==> config.mk <==
export PLATFORM = sky130hd
export DESIGN_NAME = spy_bridge
export DESIGN_NICKNAME = d
export VERILOG_FILES = /design/src/rtl/spy_bridge.sv
export SDC_FILE = /design/constraint.sdc
export NUM_CORES = 1
export LEC_CHECK = 0
export CORE_UTILIZATION = 30
export DETAILED_ROUTE_END_ITERATION = 7
export DONT_BUFFER_PORTS = 1
export SLEW_MARGIN = 25
export SYNTH_ARGS = -nofsm -noshare
export SYNTH_HDL_FRONTEND = slang
export SYNTH_SLANG_ARGS = --single-unit
==> constraint.sdc <==
create_clock -name clk -period 3 [get_ports clk]
set_input_delay 0.3 -clock clk [delete_from_list [all_inputs] [get_ports clk]]
set_output_delay 0.3 -clock clk [all_outputs]
set_load 0.05 [all_outputs]
==> src/rtl/spy_bridge.sv <==
// spy_bridge: byte-stream debug command decoder driving the spy register bus.
//
// Each command byte is {op, arg}. Op 0x3 shifts a nibble into the data
// register, 0x7 sets the high address nibble, 0x8/0x9 reads and 0xA/0xB
// writes the spy register at {addr_hi, arg}. A read result is returned as
// NIB bytes {tag, nibble}, most significant nibble first, tagged 0x3 (first),
// 0x4 (middle) and 0x6 (last).
//
// Parameters:
//   DATA_W   spy data width, multiple of 4, 8..32
//   ADDR_W   spy address width, 4..8
//   READ_LAT cycles from dbread rising to spy_in valid, 1..7
//
// Ports:
//   clk, reset_n        clock, asynchronous active-low reset
//   rx_data/valid/ready command byte stream in (valid/ready handshake)
//   tx_data/valid/ready response byte stream out (valid/ready handshake)
//   eadr                spy register address
//   dbread, dbwrite     spy read / write strobes
//   spy_out, spy_in     spy write data / read data
//
// Build option:
//   SPY_AUTOINC_EN      address auto-increment after each completed access;
//                       arg 0xF on a read/write then selects the incremented
//                       address.
module spy_bridge #(
  parameter int DATA_W   = 16,
  parameter int ADDR_W   = 5,
  parameter int READ_LAT = 1
) (
  input  logic              clk,
  input  logic              reset_n,
  input  logic [7:0]        rx_data,
  input  logic              rx_valid,
  output logic              rx_ready,
  output logic [7:0]        tx_data,
  output logic              tx_valid,
  input  logic              tx_ready,
  output logic [ADDR_W-1:0] eadr,
  output logic              dbread,
  output logic              dbwrite,
  output logic [DATA_W-1:0] spy_out,
  input  logic [DATA_W-1:0] spy_in
);

  localparam int NIB   = DATA_W / 4;
  localparam int CNT_W = $clog2(NIB);
  localparam int LAT_W = 3;

  typedef enum logic [1:0] {
    S_IDLE,
    S_WRITE,
    S_READ,
    S_TX
  } state_t;

  state_t              state_q, state_d;
  logic [DATA_W-1:0]   data_q, data_d;
  logic [3:0]          addr_hi_q, addr_hi_d;
  logic [ADDR_W-1:0]   eadr_q, eadr_d;
  logic [DATA_W-1:0]   spy_out_q, spy_out_d;
  logic [DATA_W-1:0]   resp_q, resp_d;
  logic [CNT_W-1:0]    cnt_q, cnt_d;
  logic [LAT_W-1:0]    lat_q, lat_d;
  logic                dbread_q, dbread_d;
  logic                rx_ready_q, rx_ready_d;
`ifdef SPY_AUTOINC_EN
  logic [ADDR_W-1:0]   ainc_q, ainc_d;
  logic                ainc_vld_q, ainc_vld_d;
  logic [ADDR_W-1:0]   ainc_nxt;
  logic                acc_done;
`endif

  logic [3:0]          op, arg;
  logic                rx_fire, tx_fire, lat_last, is_rd, is_wr;
  logic [ADDR_W-1:0]   addr_cmd;

  assign op       = rx_data[7:4];
  assign arg      = rx_data[3:0];
  assign rx_fire  = rx_valid && rx_ready_q;
  assign tx_fire  = (state_q == S_TX) && tx_ready;
  assign lat_last = (lat_q == LAT_W'(READ_LAT - 1));
  assign is_rd    = (op == 4'h8) || (op == 4'h9);
  assign is_wr    = (op == 4'hA) || (op == 4'hB);

`ifdef SPY_AUTOINC_EN
  // The incremented address is only honoured once an access has completed
  // since the last explicit high-nibble load; otherwise arg 0xF is literal.
  assign addr_cmd = (ainc_vld_q && (arg == 4'hF)) ? ainc_q
                                                  : ADDR_W'({addr_hi_q, arg});
  assign ainc_nxt = eadr_q + ADDR_W'(1);
  assign acc_done = (state_q == S_WRITE) || (tx_fire && (cnt_q == '0));
`else
  assign addr_cmd = ADDR_W'({addr_hi_q, arg});
`endif

  // State and datapath registers
  always_ff @(posedge clk or negedge reset_n) begin
    if (!reset_n) begin
      state_q    <= S_IDLE;
      data_q     <= '0;
      addr_hi_q  <= '0;
      eadr_q     <= '0;
      spy_out_q  <= '0;
      resp_q     <= '0;
      cnt_q      <= '0;
      lat_q      <= '0;
      dbread_q   <= 1'b0;
      rx_ready_q <= 1'b0;
`ifdef SPY_AUTOINC_EN
      ainc_q     <= '0;
      ainc_vld_q <= 1'b0;
`endif
    end else begin
      state_q    <= state_d;
      data_q     <= data_d;
      addr_hi_q  <= addr_hi_d;
      eadr_q     <= eadr_d;
      spy_out_q  <= spy_out_d;
      resp_q     <= resp_d;
      cnt_q      <= cnt_d;
      lat_q      <= lat_d;
      dbread_q   <= dbread_d;
      rx_ready_q <= rx_ready_d;
`ifdef SPY_AUTOINC_EN
      ainc_q     <= ainc_d;
      ainc_vld_q <= ainc_vld_d;
`endif
    end
  end

  // Next-state logic
  always_comb begin
    state_d = state_q;
    unique case (state_q)
      S_IDLE: begin
        if (rx_fire) begin
          if (is_rd)      state_d = S_READ;
          else if (is_wr) state_d = S_WRITE;
        end
      end
      S_WRITE: state_d = S_IDLE;
      S_READ:  if (lat_last) state_d = S_TX;
      S_TX:    if (tx_fire && (cnt_q == '0)) state_d = S_IDLE;
      default: state_d = S_IDLE;
    endcase
  end

  // Datapath next values
  always_comb begin
    data_d    = data_q;
    addr_hi_d = addr_hi_q;
    eadr_d    = eadr_q;
    spy_out_d = spy_out_q;
    resp_d    = resp_q;
    cnt_d     = cnt_q;
    lat_d     = lat_q;
`ifdef SPY_AUTOINC_EN
    ainc_d     = ainc_q;
    ainc_vld_d = ainc_vld_q;
`endif

    if ((state_q == S_IDLE) && rx_fire) begin
      if (op == 4'h3) data_d = {data_q[DATA_W-5:0], arg};
      if (op == 4'h7) begin
        addr_hi_d = arg;
`ifdef SPY_AUTOINC_EN
        ainc_vld_d = 1'b0;
`endif
      end
      if (is_rd || is_wr) eadr_d = addr_cmd;
      if (is_wr) spy_out_d = data_q;
      if (is_rd) lat_d = '0;
    end

    if (state_q == S_READ) begin
      lat_d = lat_q + LAT_W'(1);
      if (lat_last) begin
        resp_d = spy_in;
        cnt_d  = CNT_W'(NIB - 1);
      end
    end

    if (tx_fire && (cnt_q != '0)) cnt_d = cnt_q - CNT_W'(1);

`ifdef SPY_AUTOINC_EN
    if (acc_done) begin
      ainc_d     = ainc_nxt;
      ainc_vld_d = 1'b1;
      addr_hi_d  = 4'(8'(ainc_nxt) >> 4);
    end
`endif

    // Registered from the next state so the strobe and handshake are glitch-free.
    dbread_d   = (state_d == S_READ);
    rx_ready_d = (state_d == S_IDLE);
  end

  // Outputs
  always_comb begin
    rx_ready = rx_ready_q;
    dbread   = dbread_q;
    dbwrite  = (state_q == S_WRITE);
    tx_valid = (state_q == S_TX);
    eadr     = eadr_q;
    spy_out  = spy_out_q;
    tx_data  = '0;
    if (state_q == S_TX) begin
      tx_data[3:0] = resp_q[{cnt_q, 2'b00} +: 4];
      if (cnt_q == CNT_W'(NIB - 1)) tx_data[7:4] = 4'h3;
      else if (cnt_q == '0)         tx_data[7:4] = 4'h6;
      else                          tx_data[7:4] = 4'h4;
    end
  end

endmodule

==> flow_summary.yaml <==
logic_synthesis:
  ys_warn_count: 0
  synth_seq_cells: 63
  ys_types: 34
  synth_top_family_by_area: "multiplexers"
  syn_area_per_cell_um2: 14.6
  syn_area_um2: 2680
  synthMuxAreaShare_pct: 26.1
  yosysSeqAreaShare_pct: 58.9
  synthAdderAreaFrac_pct: 1.87
  yosys.area.top_type: "dfrtp_1"
  yosys-top-cells-area: "dfrtp_1 59%, mux2_2 23%, mux4_2 3.4%"
  synthCells: 183
  synthXorXnorAreaFrac_pct: 0.327
  yosys.area_share.simple_pct: 7.57
  synth_nets: 215
  synth_top_area_share_pct: 58.9
  synth_compound_area_share_pct: 1.73
sta:
  fin_worst_skew_ps: 12.3
  hold_viol: 0
  rsz0062_at_grt: "no"
  setup_violations: 0
  fin_crit_sh_pct: 73.8
  worst_pin_slew_ps: 1010
  max_freq_ghz: 0.452
  fin_setup_tns_ps: 0
  relSlewSlack_pct: 32.4
  slew_violations: 0
  layout_setup_ws_ps: 787
  min_period_ps: 2210
routing:
  ant_nets: 0
  dr.first_iter.drc_count: 69
  routedWlPerCell_um: 16.0
  num_vias: 1424
  via_per_inst: 4.64
  first_pass_iters: 6
  wl_um: 4920
  drcViolationCount: 2
power:
  p_sw_uw: 1090
  power_density_nw_per_um2: 978
  switching_share_pct: 36.4
  internal-power_uw: 1900
  p_comb_share_pct: 24.7
  cellLeakagePower_uw: 0.00142
  seqPwrFrac_pct: 51.6
  p_clk_share_pct: 23.6
  irDropWorstVdd_mv: 0.211
global_route:
  grt_overflow: 0
  grt_pass1_vias: 1426
  grt_max_degree: 64
  antenna_found_initial: 0
  grtUsageTotal_pct: 11.4
  grt_first_pass_wirelength_um: 7510
critical_path:
  crit_arrival_ps: 2430
  critical_path.max_fanout: 17
  crit_slowest_cell: "nor2_2"
  worstSetupPathType: "reg -> reg"
  endpoint_kind: "flip-flop"
  cp_data_required_time_ps: 3220
  crit_path_start_kind: "flip-flop"
  slowest_delay_ps: 780
  cp_cell_sequence: "nand4bb_1, nor2_2, mux2_2"
clock_network:
  cts_tree: "yes"
  cts_setup_buffers: 0
  cts_buffers: 9
  clk_pin_slew_ps: 80
  clockBufferDepth: 2
  root_buffer: "clkbuf_8"
  insertion_delay_ps: 340
  clock-sinks: 63
  holdBufCountCts: 2
  h-tree-depth: 3
  ctsResizeCount: 0
cells_and_area:
  nNetsFinal: 227
  area_delta_synth_final_pct: 14.0
  final_cells: 307
  fill_cells: 842
  layout.cells.most_common: "dfrtp_1"
  layout_common_cells: "63 x dfrtp_1, 54 x mux2_2, 9 x clkbuf_8, 9 x buf_4, 7 x inv_1"
  antennaDiodeCount: 0
  fin_util_pct: 35.2
  drive_gt1_share_pct: 43.2
placement:
  dp_cells: 290
  hpwlAfterDp_um: 3270
  gp_congestion: 0.752
  io_buffers: 0
  pre_cts_ws_ps: 744
die:
  io_pins: 61
  die-height_um: 96.5
  die_w_um: 96.5
  dieArea_um2: 9310
  num_rows: 34
  start_util_pct: 30.9
  core_area_um2: 8680
run_status:
  violations: "DRC"
  outcome: "finished with violations"
worst_hold_path:
  hold_class: "in -> reg"
job:
  maxCapViolCount: 0
-- power by group through the flow --
stage	Combinational [uW]	Clock [uW]	Sequential [uW]
floorplan	637	0	1490
global placement	715	0	1550
detailed placement	724	0	1560
CTS	748	736	1550
global route	806	771	1590
finish	739	706	1540
-- flip-flops by register name, indices dropped and copies added, names as in the netlist, 2 cells and up --
| register | count |
|---|---|
| data_q | 16 |
| resp_q | 16 |
| spy_out | 16 |
| eadr | 5 |
| lat_q | 3 |
| cnt_q | 2 |
| state_q | 2 |
-- layer usage --
| metal | part of all wire, % | vias to the layer above | global-route usage [%] |
|---|---|---|---|
| li1 | - | 664 | - |
| met1 | 44 | 720 | 14.2 |
| met2 | 46 | 31 | 15.8 |
| met3 | 7.3 | 9 | 5.01 |
| met4 | 2.6 | 0 | 7.60 |
| met5 | 0 | - | 0 |
-- cells by family after synthesis --
family	count (synthesis)
flip-flops	63
multiplexers	58
AND/OR/NAND/NOR	31
buffers and inverters	17
AO/OA/AOI/OAI	8
adder cells (fa/ha/maj)	4
other	1
XOR/XNOR	1
-- critical path: cells and delay by family, from the launching register on --
| kind | cells | cell delay, ps |
|---|---|---|
| AND/OR/NAND/NOR | 2 | 1190 |
| flip-flops | 1 | 490 |
| multiplexers | 1 | 410 |
-- path summary, 6_finish.rpt --
kind,from,to,slack [ps],cells past startpoint
worst max register to register,state_q[0],spy_out[11],790,3
worst min-delay path,spy_in[11],resp_q[11],100,1
worst max-delay path,state_q[0],spy_out[11],790,3
worst min register to register,resp_q[5],resp_q[5],510,1
min in group asynchronous,reset_n,lat_q[0],500,2
max in group asynchronous,reset_n,resp_q[13],2200,2
-- per-stage QoR --
step | cell area (um^2) | hold slack [ps] | total power (uW)
2_1_floorplan | 2680 | 4.41 | 2130
3_3_place_gp | 2830 | 5.53 | 2270
3_5_place_dp | 2830 | 5.11 | 2290
4_1_cts | 3050 | 78.6 | 3030
5_1_grt | 3050 | 75.9 | 3160
6_report | 3050 | 101 | 2990
-- cell type report --
| type | count | area, um^2 | area share, % |
|---|---|---|---|
| repair buffers | 11 | 105 | 3.44 |
| clock inverters | 5 | 58.8 | 1.93 |
| clock buffers | 10 | 128 | 4.18 |
| multi-input cells | 103 | 1020 | 33.6 |
| flip-flops and latches | 63 | 1580 | 51.6 |
| inverters | 7 | 26.3 | 0.860 |
| well taps | 108 | 135 | 4.42 |
-- cells in the mapped netlist --
| master | n |
|---|---|
| mux4_2 | 4 |
| and2_1 | 1 |
| nor4_1 | 1 |
| nand4bb_1 | 1 |
| nor3_1 | 2 |
| nand2b_1 | 1 |
| nand3_1 | 1 |
| buf_4 | 2 |
| conb_1 | 1 |
| o21a_1 | 1 |
| clkbuf_1 | 1 |
| buf_2 | 5 |
| or3b_2 | 1 |
| nand3b_1 | 2 |
| buf_6 | 2 |
| or3b_1 | 1 |
| o211ai_1 | 1 |
| nor2b_1 | 5 |
| nor4_4 | 1 |
| o21ai_0 | 2 |
| nor2_2 | 1 |
| xor2_1 | 1 |
| inv_1 | 7 |
| nor4bb_1 | 1 |
| nor2_1 | 5 |
| and3_1 | 1 |
| and4b_1 | 1 |
| dfrtp_1 | 63 |
| ha_1 | 4 |
| a21oi_1 | 3 |
| o22ai_1 | 1 |
| or3_1 | 1 |
| nand2_1 | 4 |
| mux2_2 | 54 |
No activity file was read; power rests on OpenSTA's default activity.
